**config.mk**
```make
export PLATFORM = sky130hd
export DESIGN_NAME = alu_issue_ctrl
export DESIGN_NICKNAME = d
export VERILOG_FILES = /design/src/rtl/alu_defs_pkg.sv /design/src/rtl/alu_op_decode.sv /design/src/rtl/alu_issue_ctrl.sv
export SDC_FILE = /design/constraint.sdc
export NUM_CORES = 1
export LEC_CHECK = 0
export CORE_AREA = 2 2 230 232
export DETAILED_ROUTE_END_ITERATION = 16
export DIE_AREA = 0 0 232 234
export GPL_TIMING_DRIVEN = 0
export SLEW_MARGIN = 20
export SYNTH_ARGS = -nofsm -noshare
export SYNTH_HDL_FRONTEND = slang
export SYNTH_SLANG_ARGS = --single-unit
export TNS_END_PERCENT = 1
```
**constraint.sdc**
```tcl
create_clock -name clk -period 10.5 [get_ports clk]
set_input_delay 2.1 -clock clk [delete_from_list [all_inputs] [get_ports clk]]
set_output_delay 2.1 -clock clk [all_outputs]
set_load 0.01 [all_outputs]
```
**src/rtl/alu_defs_pkg.sv**
```systemverilog
// Shared definitions for the ALU issue controller.
//   - ALU opcode encodings driven on alu_op
//   - main-control ALU class codes
//   - funct3 codes used by the opcode decode and branch resolution
//   - controller FSM state encoding
package alu_defs_pkg;

    localparam int XLEN_DEF = 64;
    localparam int PC_W_DEF = 64;

    localparam logic [3:0] ALU_AND = 4'b0000;
    localparam logic [3:0] ALU_OR  = 4'b0001;
    localparam logic [3:0] ALU_ADD = 4'b0010;
    localparam logic [3:0] ALU_SUB = 4'b0110;
    localparam logic [3:0] ALU_NOR = 4'b1111;

    localparam logic [1:0] CLS_MEM    = 2'b00;
    localparam logic [1:0] CLS_BRANCH = 2'b01;
    localparam logic [1:0] CLS_ARITH  = 2'b10;
    localparam logic [1:0] CLS_RSVD   = 2'b11;

    localparam logic [2:0] F3_ADD = 3'b000;
    localparam logic [2:0] F3_OR  = 3'b110;
    localparam logic [2:0] F3_AND = 3'b111;

    localparam logic [2:0] F3_BEQ = 3'b000;
    localparam logic [2:0] F3_BNE = 3'b001;
    localparam logic [2:0] F3_BLT = 3'b100;
    localparam logic [2:0] F3_BGE = 3'b101;

    typedef enum logic [1:0] {
        ST_IDLE = 2'b00,
        ST_EXEC = 2'b01,
        ST_DONE = 2'b10
    } state_t;

endpackage

```
**src/rtl/alu_op_decode.sv**
```systemverilog
// Combinational ALU opcode decode.
// Ports:
//   alu_class  in  2  main-control ALU class
//   funct3     in  3  instruction funct3
//   funct7_b5  in  1  instruction bit 30
//   use_imm    in  1  B operand comes from the immediate
//   alu_op     out 4  opcode for the ALU
module alu_op_decode
    import alu_defs_pkg::*;
(
    input  logic [1:0] alu_class,
    input  logic [2:0] funct3,
    input  logic       funct7_b5,
    input  logic       use_imm,
    output logic [3:0] alu_op
);

    always_comb begin
        alu_op = ALU_NOR;
        case (alu_class)
            CLS_MEM:    alu_op = ALU_ADD;
            CLS_BRANCH: alu_op = ALU_SUB;
            CLS_ARITH: begin
                case (funct3)
                    // bit 30 only selects sub for register-register forms;
                    // for addi it is part of the immediate
                    F3_ADD:  alu_op = (funct7_b5 && !use_imm) ? ALU_SUB : ALU_ADD;
                    F3_AND:  alu_op = ALU_AND;
                    F3_OR:   alu_op = ALU_OR;
                    default: alu_op = ALU_NOR;
                endcase
            end
            default:    alu_op = ALU_NOR;
        endcase
    end

endmodule

```
**src/rtl/alu_issue_ctrl.sv**
```systemverilog
// Execute-stage initiator for an external 64-bit ALU.
// Accepts a decoded instruction over valid/ready, registers the ALU a/b/op
// inputs, samples the ALU outputs one cycle later, resolves branches and
// presents the result over a second valid/ready handshake.
// Ports:
//   clk, reset                          clock, async active-high reset
//   in_valid/in_ready                   instruction handshake
//   alu_class, funct3, funct7_b5,
//   use_imm, rs1_data, rs2_data,
//   imm, pc                             instruction fields
//   alu_a, alu_b, alu_op                registered drive to the ALU
//   alu_result, alu_zero, alu_bne,
//   alu_bgt                             ALU outputs (combinational)
//   out_valid/out_ready                 result handshake
//   out_result, out_zero,
//   branch_taken, branch_target         captured result and branch decision
module alu_issue_ctrl
    import alu_defs_pkg::*;
#(
    parameter int XLEN = XLEN_DEF,
    parameter int PC_W = PC_W_DEF
) (
    input  logic            clk,
    input  logic            reset,
    input  logic            in_valid,
    output logic            in_ready,
    input  logic [1:0]      alu_class,
    input  logic [2:0]      funct3,
    input  logic            funct7_b5,
    input  logic            use_imm,
    input  logic [XLEN-1:0] rs1_data,
    input  logic [XLEN-1:0] rs2_data,
    input  logic [XLEN-1:0] imm,
    input  logic [PC_W-1:0] pc,
    output logic [XLEN-1:0] alu_a,
    output logic [XLEN-1:0] alu_b,
    output logic [3:0]      alu_op,
    input  logic [XLEN-1:0] alu_result,
    input  logic            alu_zero,
    input  logic            alu_bne,
    input  logic            alu_bgt,
    output logic            out_valid,
    input  logic            out_ready,
    output logic [XLEN-1:0] out_result,
    output logic            out_zero,
    output logic            branch_taken,
    output logic [PC_W-1:0] branch_target
);

    state_t          state;
    logic [1:0]      class_q;
    logic [2:0]      funct3_q;
    logic [PC_W-1:0] target_q;
    logic [3:0]      op_dec;
    logic            accept;
    logic            taken;
    logic [XLEN-1:0] imm_shl;
    logic [PC_W-1:0] target_next;

    alu_op_decode u_dec (
        .alu_class (alu_class),
        .funct3    (funct3),
        .funct7_b5 (funct7_b5),
        .use_imm   (use_imm),
        .alu_op    (op_dec)
    );

    assign in_ready    = (state == ST_IDLE) || ((state == ST_DONE) && out_ready);
    assign accept      = in_valid && in_ready;
    assign imm_shl     = {imm[XLEN-2:0], 1'b0};
    assign target_next = pc + PC_W'(imm_shl);

    // Branch resolution from the flags of the a-b subtraction issued in EXEC.
    always_comb begin
        taken = 1'b0;
        if (class_q == CLS_BRANCH) begin
            case (funct3_q)
                F3_BEQ:  taken = alu_zero;
                F3_BNE:  taken = alu_bne;
                F3_BGE:  taken = alu_bgt || alu_zero;
                F3_BLT:  taken = !alu_bgt && !alu_zero;
                default: taken = 1'b0;
            endcase
        end
    end

    always_ff @(posedge clk or posedge reset) begin
        if (reset) begin
            state         <= ST_IDLE;
            class_q       <= CLS_MEM;
            funct3_q      <= 3'b000;
            target_q      <= '0;
            alu_a         <= '0;
            alu_b         <= '0;
            alu_op        <= ALU_AND;
            out_valid     <= 1'b0;
            out_result    <= '0;
            out_zero      <= 1'b0;
            branch_taken  <= 1'b0;
            branch_target <= '0;
        end else begin
            if (accept) begin
                alu_a    <= rs1_data;
                alu_b    <= use_imm ? imm : rs2_data;
                alu_op   <= op_dec;
                class_q  <= alu_class;
                funct3_q <= funct3;
                target_q <= target_next;
            end
            case (state)
                ST_IDLE: begin
                    if (accept) state <= ST_EXEC;
                end
                ST_EXEC: begin
                    out_result    <= alu_result;
                    out_zero      <= alu_zero;
                    branch_taken  <= taken;
                    branch_target <= target_q;
                    out_valid     <= 1'b1;
                    state         <= ST_DONE;
                end
                ST_DONE: begin
                    if (out_ready) begin
                        out_valid <= 1'b0;
                        state     <= accept ? ST_EXEC : ST_IDLE;
                    end
                end
                default: state <= ST_IDLE;
            endcase
        end
    end

endmodule

```
==> run metrics <==
Synth top area share=50.3%; Internal Power=3.61 mW; CTS Buffer Depth=3; CP startpoint kind=input pin; Routed WL=63.8 mm; Top FF cell, synth=dfrtp_1; Hold WS=0.466 ns; Synth warnings=0; Worst R2R Path Depth=9; Residual DRC=0; detailed placement HPWL=51.1 mm; Synth Register Bits=334; Fillers=5,054; WL/cell=19.3 µm; clock root buffer=clkbuf_16; number of distinct library cells after synthesis=67; I/O Buffers=596; DRT iter0 DRCs=857; post-cts sizing count=0; Switching Power=1.81 mW; RSZ-0062 raised after global routing=no; reg2reg end=target_q[61]$_DFFE_PP0P_; worst skew pair latency=0.56 ns; DR vias/cell=4.82; fin cells=3,298; grt ovf=0; LEAKAGE=11.6 nW; endpoints failing setup=0; RD Place Congestion=0.905; largest net degree at the start of global routing=36; die span in x=232 µm; Mapped Nets=2,321; Setup crit end kind=output pin; hold depth=2; sequential share of the synthesized area=50.3%; Core Area=0.0520 mm²; R2R Setup Slk=6.75 ns; CTS buffer count=41; cells after synthesis=1,924; P per Cell Area=216 mW/mm²; hold bufs inserted after CTS=0; total die area=0.0543 mm²; Post-Synth Simple-Gate Area=22.1%; Tmin final=5.84 ns; clock sinks=334; Reg clk slew, reported paths=0.06 ns; MaxCap Viol Count=0; share of cells above drive strength 1=4.15%; DP Area=0.0237 mm²; first-pass GRT wire length=95.1 mm; clock share of power=26.9%; placed insts=3,220; Setup Skew=0.0133 ns; IO Count=598; Sw Share=33.4%; mux cell area share after synthesis=3.86%; adder-cell share of the synthesized area=4.79%; ranking of synthesized cells by area=dfrtp_1, nand2_1, o21ai_0; Setup TNS=0 ns; post-synthesis area per instance=8.63 µm²; worst hold path startpoint=target_q[1]$_DFFE_PP0P_; Synth area leader=dfrtp_1; Final Net Count=2,972; XOR/XNOR Fraction of Synth Area=2.95%; Total GRT Usage=22.9%; Routed Antenna Nets=0; worst min path class=reg2reg; Max VDD drop=0.118 mV; cell area after synthesis=0.0166 mm²; status=complete, no violations; Design Area, Final=0.0251 mm²; min setup slack post-route=4.66 ns; vias=15,900; H-tree depth=2; Site Rows=84; Layout area overhead=51.2%; FFs w/ async S/R, synth=100%; final core utilization=48.3%; FF-to-FF Start=state[1]$_DFFE_PP0P_; max_slew headroom=35.8%; Initial Utilization=31.9%; Worst EP arrival=3.74 ns; post-synthesis compound-gate area fraction=13.1%; vias in the first global route=16,100; Post-synth EDFFs=0; total design power=5.42 mW; Crit Path Max Fanout=2; actual slew at the worst max-slew pin=0.963 ns; highest clock rate=171 MHz; Hold Vio Cnt, Final=0; pre-CTS WS=4.31 ns; largest family of logic cells by synthesized area=simple AND/OR/NAND/NOR gates; sequential share of power=36.3%; Tcrit/Tclk final=55.7%; initial antenna violation count=10; die height=234 µm; worst endpoint required time=8.40 ns; Comb pwr share=36.8%; worst setup path class=in2out; postcts setup bufs=0; TritonRoute pass-1 iters=5; hold endpoint=branch_target[1]$_DFFE_PP0P_; CTS tree=done; Pins Over Slew Limit=0
-- layout make-up --
| class | count | area (µm²) | area share (%) |
|---|---|---|---|
| Timing Repair Buffer | 608 | 6240 | 24.8 |
| Antenna cell | 5 | 12.5 | 0.0498 |
| Sequential cell | 334 | 8360 | 33.3 |
| Buffer | 100 | 389 | 1.55 |
| Multi-Input combinational cell | 1466 | 7770 | 31.0 |
| Inverter | 24 | 93.8 | 0.374 |
| Clock inverter | 16 | 196 | 0.782 |
| Tap cell | 688 | 861 | 3.43 |
| Clock buffer | 57 | 1190 | 4.73 |
-- worst max path at each step --
stage                   start                       endpoint  slack, ns  cells past startpoint
CTS                 out_ready                       in_ready       4.66                      4
global route        out_ready                       in_ready       4.62                      4
detailed placement  out_ready       target_q[61]$_DFFE_PP0P_       4.31                     10
floorplan               reset           alu_a[0]$_DFFE_PP0P_       3.94                      1
global placement        reset  branch_target[46]$_DFFE_PP0P_       1.41                      2
finish              out_ready                       in_ready       4.66                      4
-- worst max-delay path, stage by stage --
cell	delay (ns)
clkdlybuf4s50_1	0.47
nand2b_1	0.11
nor2b_1	0.40
clkdlybuf4s50_1	0.66
-- power groups by stage --
stage               Sequential [mW]  Clock [mW]  Combinational, mW
floorplan                      2.12           0              0.652
global placement               1.97           0               1.98
detailed placement             1.99           0               2.01
CTS                            1.97        1.50               2.02
global route                   2.02        1.55               2.18
finish                         1.97        1.46               1.99
-- registers in the layout, indices dropped and copies added (netlist names) --
name and count:
alu_op 4, class_q 2, funct3_q 3, target_q 64, branch_taken 1, branch_target 64, out_valid 1, out_result 64
alu_b 64, state 2, out_zero 1, alu_a 64
-- cells by family (layout without fill, tap and decap cells) --
logic type	after synthesis	in the layout
mux	64	64
other cells	0	5
simple gates	919	919
buf+inv	124	805
fa+ha+maj	63	63
xor+xnor	56	56
flops	334	334
compound gates	364	364
-- cells in the mapped netlist (2+ instances only) --
cell type / n
nor2_1: 40
a221o_1: 2
o41ai_1: 2
nor4_1: 2
o21bai_1: 17
a211oi_1: 7
o31a_1: 3
a21boi_0: 3
o21ai_1: 8
xor2_1: 25
nor2b_1: 10
and3_1: 7
buf_2: 9
ha_1: 62
o31ai_1: 6
or3_1: 3
a21oi_1: 83
o21ai_0: 164
nand3_1: 13
or2_2: 2
o21a_1: 9
a21o_1: 20
a211o_1: 4
nand4_1: 21
dfrtp_1: 334
nand2b_1: 6
buf_1: 2
nor3_1: 13
o211a_1: 2
and2_1: 2
xnor2_1: 31
a21oi_2: 3
a31oi_1: 5
mux2i_1: 64
o211ai_1: 7
nand2_1: 791
a22oi_1: 2
clkbuf_1: 89
inv_1: 23
-- routing by layer --
metal	up-vias	wire [µm]	GRT usage (%)	share of wire, %
li1	7713	-	-	-
met1	7545	25700	27.2	40
met2	515	31700	39.9	50
met3	107	4570	5.93	7.2
met4	6	1840	8.39	2.9
met5	-	44	0	0.069
-- placed cells by master, fill, tap and decap left out, types with 6 or more instances in the layout --
cell and instances:
o211ai_1 7, a211oi_1 7, inv_1 22, o31ai_1 6
clkdlybuf4s50_1 596, mux2i_1 64, nor2b_1 10, clkbuf_8 6
dfrtp_1 334, buf_12 8, clkbuf_16 43, a21oi_1 83
nand2b_1 6, o21ai_0 164, nor2_1 40, o21a_1 9
nand4_1 21, o21bai_1 17, nand2_1 791, o21ai_1 8
xnor2_1 31, clkinv_2 7, clkbuf_1 95, buf_2 9
a21o_1 20, ha_1 62, nor3_1 13, and3_1 7
xor2_1 25, nand3_1 13
No activity file was read; power rests on OpenSTA's default activity.
